## src/rtl/hamming_serial_rx.sv

```systemverilog
// Serial Hamming(7,4) receiver: LSB-first deserializer, single-error corrector,
// valid/ready output and saturating status counters.
module hamming_serial_rx #(
    parameter int unsigned CNT_W = 8
) (
    input  logic             clk,
    input  logic             rst,
    input  logic             in_bit,
    input  logic             in_valid,
    input  logic             in_sof,
    output logic             in_ready,
    output logic [3:0]       out_data,
    output logic [2:0]       out_syndrome,
    output logic             out_corrected,
    output logic             out_valid,
    input  logic             out_ready,
    output logic [CNT_W-1:0] corr_cnt,
    output logic [CNT_W-1:0] frame_err_cnt
);

    localparam int unsigned CW_W   = 7;
    localparam int unsigned BCNT_W = 3;
    localparam logic [CNT_W-1:0] CNT_MAX = '1;

    typedef enum logic [1:0] {
        IDLE,
        SHIFT,
        DECODE,
        OUT
    } state_t;

    state_t            state;
    logic [BCNT_W-1:0] bit_cnt;
    logic [CW_W-1:0]   sr;

    logic [2:0]        syn_c;
    logic [CW_W-1:0]   fixed_c;
    logic              accept_c;

    // Ready is a pure decode of the state register.
    assign in_ready = (state == IDLE) || (state == SHIFT);
    assign accept_c = in_valid && in_ready;

    // Syndrome and single-bit correction of the captured word.
    always_comb begin
        syn_c[0] = sr[0] ^ sr[2] ^ sr[4] ^ sr[6];
        syn_c[1] = sr[1] ^ sr[2] ^ sr[5] ^ sr[6];
        syn_c[2] = sr[3] ^ sr[4] ^ sr[5] ^ sr[6];
        fixed_c  = sr;
        for (int i = 0; i < int'(CW_W); i++) begin
            if (syn_c == 3'(i + 1)) begin
                fixed_c[i] = ~sr[i];
            end
        end
    end

    always_ff @(posedge clk) begin
        if (rst) begin
            state         <= IDLE;
            bit_cnt       <= '0;
            sr            <= '0;
            out_valid     <= 1'b0;
            out_data      <= '0;
            out_syndrome  <= '0;
            out_corrected <= 1'b0;
            corr_cnt      <= '0;
            frame_err_cnt <= '0;
        end else begin
            case (state)
                IDLE: begin
                    if (accept_c && in_sof) begin
                        sr[0]   <= in_bit;
                        bit_cnt <= BCNT_W'(1);
                        state   <= SHIFT;
                    end
                end
                SHIFT: begin
                    if (accept_c) begin
                        if (in_sof) begin
                            // New start-of-frame aborts the partial word.
                            if (frame_err_cnt != CNT_MAX) begin
                                frame_err_cnt <= frame_err_cnt + CNT_W'(1);
                            end
                            sr[0]   <= in_bit;
                            bit_cnt <= BCNT_W'(1);
                        end else begin
                            sr[bit_cnt] <= in_bit;
                            bit_cnt     <= bit_cnt + BCNT_W'(1);
                            if (bit_cnt == BCNT_W'(CW_W - 1)) begin
                                state <= DECODE;
                            end
                        end
                    end
                end
                DECODE: begin
                    out_data      <= {fixed_c[6], fixed_c[5], fixed_c[4], fixed_c[2]};
                    out_syndrome  <= syn_c;
                    out_corrected <= (syn_c != 3'd0);
                    out_valid     <= 1'b1;
                    if ((syn_c != 3'd0) && (corr_cnt != CNT_MAX)) begin
                        corr_cnt <= corr_cnt + CNT_W'(1);
                    end
                    bit_cnt <= '0;
                    state   <= OUT;
                end
                OUT: begin
                    if (out_ready) begin
                        out_valid <= 1'b0;
                        state     <= IDLE;
                    end
                end
                default: state <= IDLE;
            endcase
        end
    end

endmodule

```

## config.mk

```make
export PLATFORM = sky130hd
export DESIGN_NAME = hamming_serial_rx
export DESIGN_NICKNAME = d
export VERILOG_FILES = /design/src/rtl/hamming_serial_rx.sv
export SDC_FILE = /design/constraint.sdc
export NUM_CORES = 1
export LEC_CHECK = 0
export BUFFER_PORTS_ARGS = -buffer_cell sky130_fd_sc_hd__buf_2
export CORE_MARGIN = 2
export CORE_UTILIZATION = 55
export CTS_CLUSTER_DIAMETER = 150
export CTS_CLUSTER_SIZE = 12
export DETAILED_ROUTE_END_ITERATION = 6
export PLACE_DENSITY = 0.81
export SYNTH_ARGS = -nofsm -noshare
export SYNTH_HDL_FRONTEND = slang
export SYNTH_SLANG_ARGS = --single-unit
```

## constraint.sdc

```tcl
create_clock -name clk -period 5.7 [get_ports clk]
set_input_delay 1.14 -clock clk [delete_from_list [all_inputs] [get_ports clk]]
set_output_delay 1.14 -clock clk [all_outputs]
set_load 0.02 [all_outputs]
```

==> impl_results.md, run 1 <==
- Startpoint type of the worst setup path: flip-flop
- Synth top area cells: dfxtp_1 (38%), nor2_1 (6.8%), ha_1 (5.1%)
- IO Port Bufs: 31
- CTS tree: yes
- Hold_ws: 0.484 ns
- RSZ-0062 raised after global routing: false
- I/O pin cnt: 32
- Syn avg cell area: around 8.7 um2
- Synth top area share: 37.5%
- Final setup TNS: 0 ns
- Leak Pwr: slightly above 0.9 nW
- Final worst slack: 3.00 ns
- Wire length of the first global-routing pass: 6410 um
- Starting density of the core: 58.2%
- Tmin final: around 2.7 ns
- Util after Layout: 64.2%
- Antenna Nets Post-Route: 0
- Gpl congestion: 0.790
- Worst-Margin Slew: 0.675 ns
- Synth warn: 0
- Share of cells above drive strength 1: approximately 19%
- Pin count of the biggest net entering global routing: 40
- Top cells by count, synth: dfxtp_1 (37), nor2_1 (36), nand2_1 (18)
- Full die area: 4080 um2
- Cell Area, Placed: 2120 um2
- Slew HR: a little over half
- Syn_nets: 241
- Post-synth ARST share: 0%
- Core Region: 3390 um2
- Maximum root-to-sink buffer count: 2
- Vias in the first global route: about 1.5k
- DIE WIDTH: between 60 and 70 um
- Crit path capture type: output port
- WL final: ~3700 um
- #FFs+latches synth: 37
- Layout net count: 267
- Antenna cells: 0
- Clk sink count: 37
- Place WS: between 3 and 4 ns
- DP HPWL: 2570 um
- Top FF cell, synth: dfxtp_1
- Hold WC Path Type: reg -> reg
- Post-DR wirelength/cell: between 10 and 15 um
- Die Ht: between 60 and 70 um
- Vias/cell: 5.48
- Design area: 2180 um2
- Top-count cell post-synth: dfxtp_1
- WP data arrival: 1.56 ns
- Hold_buf cts: 0
- Post-synth cell types: 44
- Leading area contributor after synthesis: dfxtp_1
- Htree depth: 2
- Fin crit share: 47.4%
- Setup violators final: 0
- Root Buffer: clkbuf_4
- # Post-CTS Setup Buffers: 0
- P&R area growth vs syn: 10.3%
- Initial antenna violation count: 0
- Drt first pass iters: 6
- Worst skew pair latency: 0.34 ns
- Routed vias: 1640
- FMAX: 370 MHz
- DRC viols: 0
- All-Layer GR Usage: 19.5%
- Seq/Total Area, Yosys: 37.5%
- Post-Syn Area: between 1500 and 2000 um2
- Post-cts resize count: 0
- DR iter-0 viols: 53
- GRT Residual Overflow: 0
- Endpoints failing hold: 0
- Peak supply drop: ~0.00018 V
- Crit-path max FO: 5
- Post-synth EDFFs: 0
- Clock skew: 0.00431 ns
- Fin. max-slew vios: 0
- Crit path kind: reg -> out
- Row count: 21
- Synthesized instance count: 227
- Clock transition at path regs: 0.11 ns
- Max-cap viol count: 0
- Status: completed
- Num CTS Buffers: 5
- P per Cell Area: roughly 330 nW/um2
- Critical Path RT: about 4.6 ns
registers in the layout, summed over array words and instances (netlist names):
signal and flops:
out_syndrome 3, out_valid 1, state 2, corr_cnt 8
out_corrected 1, out_data 4, frame_err_cnt 8, sr 7
bit_cnt 3
through the flow:
stage	total power [mW]	cells
floorplan	0.519	227
global placement	0.574	292
detailed placement	0.580	292
CTS	0.724	299
global route	0.767	299
finish	0.715	299
cells by family (layout without fill, tap and decap cells):
| group | Yosys count | after routing | share of synthesized area [%] |
|---|---|---|---|
| buffers and inverters | 18 | 44 | 4.44 |
| and+or+nand+nor | 100 | 100 | 25.0 |
| AOI/OAI and AO/OA | 34 | 34 | 11.9 |
| DFF | 37 | 37 | 37.5 |
| adders and majority gates | 8 | 8 | 5.07 |
| muxes | 13 | 13 | 6.79 |
| xor gates and xnor gates | 17 | 17 | 9.26 |
power by group:
part           switching, mW  internal (mW)
logic                  0.160         0.0939
clock network         0.0834         0.0583
registers             0.0270          0.293
total                  0.270          0.445
placed cells by master, fill, tap and decap left out, drive strengths merged, types with 6 or more instances in the layout:
cell    instances
xor2           10
buf            31
mux2i          10
a21oi          10
nand3           8
nor2           36
xnor2           6
clkbuf          7
nand2          18
nand4           6
nor3            6
dfxtp          37
ha              8
inv             6
cell type report:
type / instances / area [um2]
timing repair buffer: 31 / 155
fill: 308 / 1210
sequential: 37 / 741
clock buffer: 7 / 55.1
tap: 46 / 57.6
multi-input combinational: 172 / 1140
inverter: 6 / 22.5
layer usage:
metal,share of wire [%],global-route usage [%],vias to the layer above
met5,0,0,-
met4,1.0,8.15,0
met3,4.5,5.28,5
met2,48,31.8,39
met1,47,24.3,747
li1,-,-,849
worst max-delay path, cell delays in order, from the launching register on:
cell and delay [ns]:
dfxtp_1 0.40, inv_1 0.08, ha_1 0.24, or2_2 0.33, buf_2 0.17
final timing paths:
check	endpoint	cells after the start	slack [ns]	startpoint
setup / recovery	in_ready	4	3.00	state[1]
hold / removal	out_data[1]	2	0.48	out_data[1]
setup reg to reg	corr_cnt[6]	5	3.38	sr[4]
hold reg to reg	out_data[1]	2	0.48	out_data[1]
Power figures use the tool's default switching activity.
==> run 2: changes to the inputs <==
==> constraint.sdc (replaced) <==
create_clock -name clk -period 2.78 [get_ports clk]
set_input_delay 0.556 -clock clk [delete_from_list [all_inputs] [get_ports clk]]
set_output_delay 0.556 -clock clk [all_outputs]
set_load 0.02 [all_outputs]
==> impl_results.md, run 2 (synthesized netlist as in run 1, its figures left out) <==
- Status: completed
- Antenna cells: 0
- R2R Setup Slk: around 0.5 ns
- P per Cell Area: 708 nW/um2
- Post-cts resize count: 0
- Share of cells above drive strength 1: about 19%
- Crit path kind: reg -> reg
- Vias in the first global route: about 1.5k
- GRT Residual Overflow: 0
- Htree depth: 2
- FMAX: 436 MHz
- IO Port Bufs: 31
- Layout net count: roughly 270
- Tmin final: about 2.3 ns
- Crit path capture type: flip-flop
- Hold_ws: 0.486 ns
- Peak supply drop: 0.000394 V
- Commonest cells after routing, fill and taps aside: dfxtp_1 (37), nor2_1 (36), buf_2 (31)
- Min-delay src: out_syndrome[2]
- Drt first pass iters: 4
- Wire length of the first global-routing pass: 6780 um
- WP data arrival: 2.55 ns
- Full die area: 4080 um2
- # Post-CTS Setup Buffers: 0
- Leak Pwr: 0.948 nW
- Fillers: 283
- Multi-input logic area: 1140 um2
- Slew HR: 53.5%
- Fin crit share: around 82%
- Crit-path max FO: 12
- Setup violators final: 0
- P&R area growth vs syn: 11.5%
- Die Ht: 63.9 um
- Clock skew: 0.00834 ns
- Num CTS Buffers: 5
- DRC viols: 0
- Row count: 21
- Reg2Reg Capture Point: corr_cnt[6]
- Antenna Nets Post-Route: 0
- DIE WIDTH: 63.9 um
- Worst-Margin Slew: approximately 0.69 ns
- Seq. cell area: about 740 um2
- Util after Layout: 64.9%
- Critical Path RT: 3.04 ns
- Hold_buf cts: 0
- WL final: 3950 um
- Hold EP: out_syndrome[2]
- Root Buffer: clkbuf_4
- R2r worst-path depth: 5
- Startpoint type of the worst setup path: flip-flop
- Hold path depth: 2
- Max-cap viol count: 0
- Hold WC Path Type: reg -> reg
- Post-Layout Cell Count: 300
- I/O pin cnt: 32
- DP HPWL: 2700 um
- Clk sink count: 37
- Fin. max-slew vios: 0
- CTS tree: yes
- Vias/cell: 5.71
- Gpl congestion: 0.793
- Starting density of the core: 58.2%
- Commonest non-fill, non-tap cell in the layout: dfxtp_1
- Post-DR wirelength/cell: around 13 um
- Core Region: 3390 um2
- RSZ-0062 raised after global routing: false
- All-Layer GR Usage: between 20% and 30%
- Endpoints failing hold: 0
- Pwr Total: 1.56 mW
- Worst skew pair latency: 0.35 ns
- Routed vias: 1712
- Largest registers: corr_cnt: 8 flops, frame_err_cnt: 8 flops, sr: 7 flops
- Crit Reg-Reg Startpoint: sr[4]
- DR iter-0 viols: 95
- Clock transition at path regs: 0.12 ns
- Maximum root-to-sink buffer count: 2
- Cells after DPL: 293
- Final setup TNS: 0 ns
- Pin count of the biggest net entering global routing: 40
- Initial antenna violation count: 0
-- run 2: cell count changes in the layout (fill, tap and decap cells not counted), sizes merged --
cell | before | now
buf | 31 | 32
clkinv | 0 | 1
bufinv | 0 | 1
clkbuf | 7 | 5
-- run 2: routing by layer --
metal | part of all wire (%) | up-vias | track usage, %
met5 | 0 | - | 0
li1 | - | 852 | -
met4 | 2.9 | 0 | 11.1
met2 | 47 | 49 | 34.0
met3 | 4.8 | 12 | 4.40
met1 | 45 | 799 | 26.7
-- run 2: power breakdown --
part / switching [mW] / internal, mW
registers: 0.0549 / 0.601
clock network: 0.187 / 0.183
logic: 0.333 / 0.198
total: 0.575 / 0.982
-- run 2: stage by stage --
| step | setup slack (ns) | instance area [um2] |
|---|---|---|
| final | 0.487 | 2200 |
| after global routing | 0.373 | 2200 |
| after CTS | 0.502 | 2200 |
| after detailed placement | 0.513 | 2130 |
| after global placement | 0.598 | 2130 |
| after floorplan | 0.761 | 1970 |
-- run 2: worst max path at each step --
stage	cells past startpoint	from	endpoint	slack, ns
finish	5	sr[4]	corr_cnt[6]	0.49
floorplan	6	sr[4]	corr_cnt[6]	0.76
global route	5	sr[4]	corr_cnt[6]	0.37
detailed placement	5	sr[4]	corr_cnt[6]	0.51
global placement	5	sr[4]	corr_cnt[6]	0.60
CTS	5	sr[4]	corr_cnt[6]	0.50
-- run 2: critical path, stage by stage (launching register included) --
cell and delay, ns:
dfxtp_1 0.47, xnor3_2 0.52, xnor2_4 0.25, a21oi_2 0.15, or4b_2 0.66, o211a_1 0.14
-- run 2: area by class of cell --
type | count | area share (%)
timing repair buffer | 32 | 7.39
inverter | 6 | 1.02
multi-input combinational | 172 | 52.0
sequential | 37 | 33.7
clock inverter | 2 | 1.59
clock buffer | 5 | 1.71
tap | 46 | 2.62
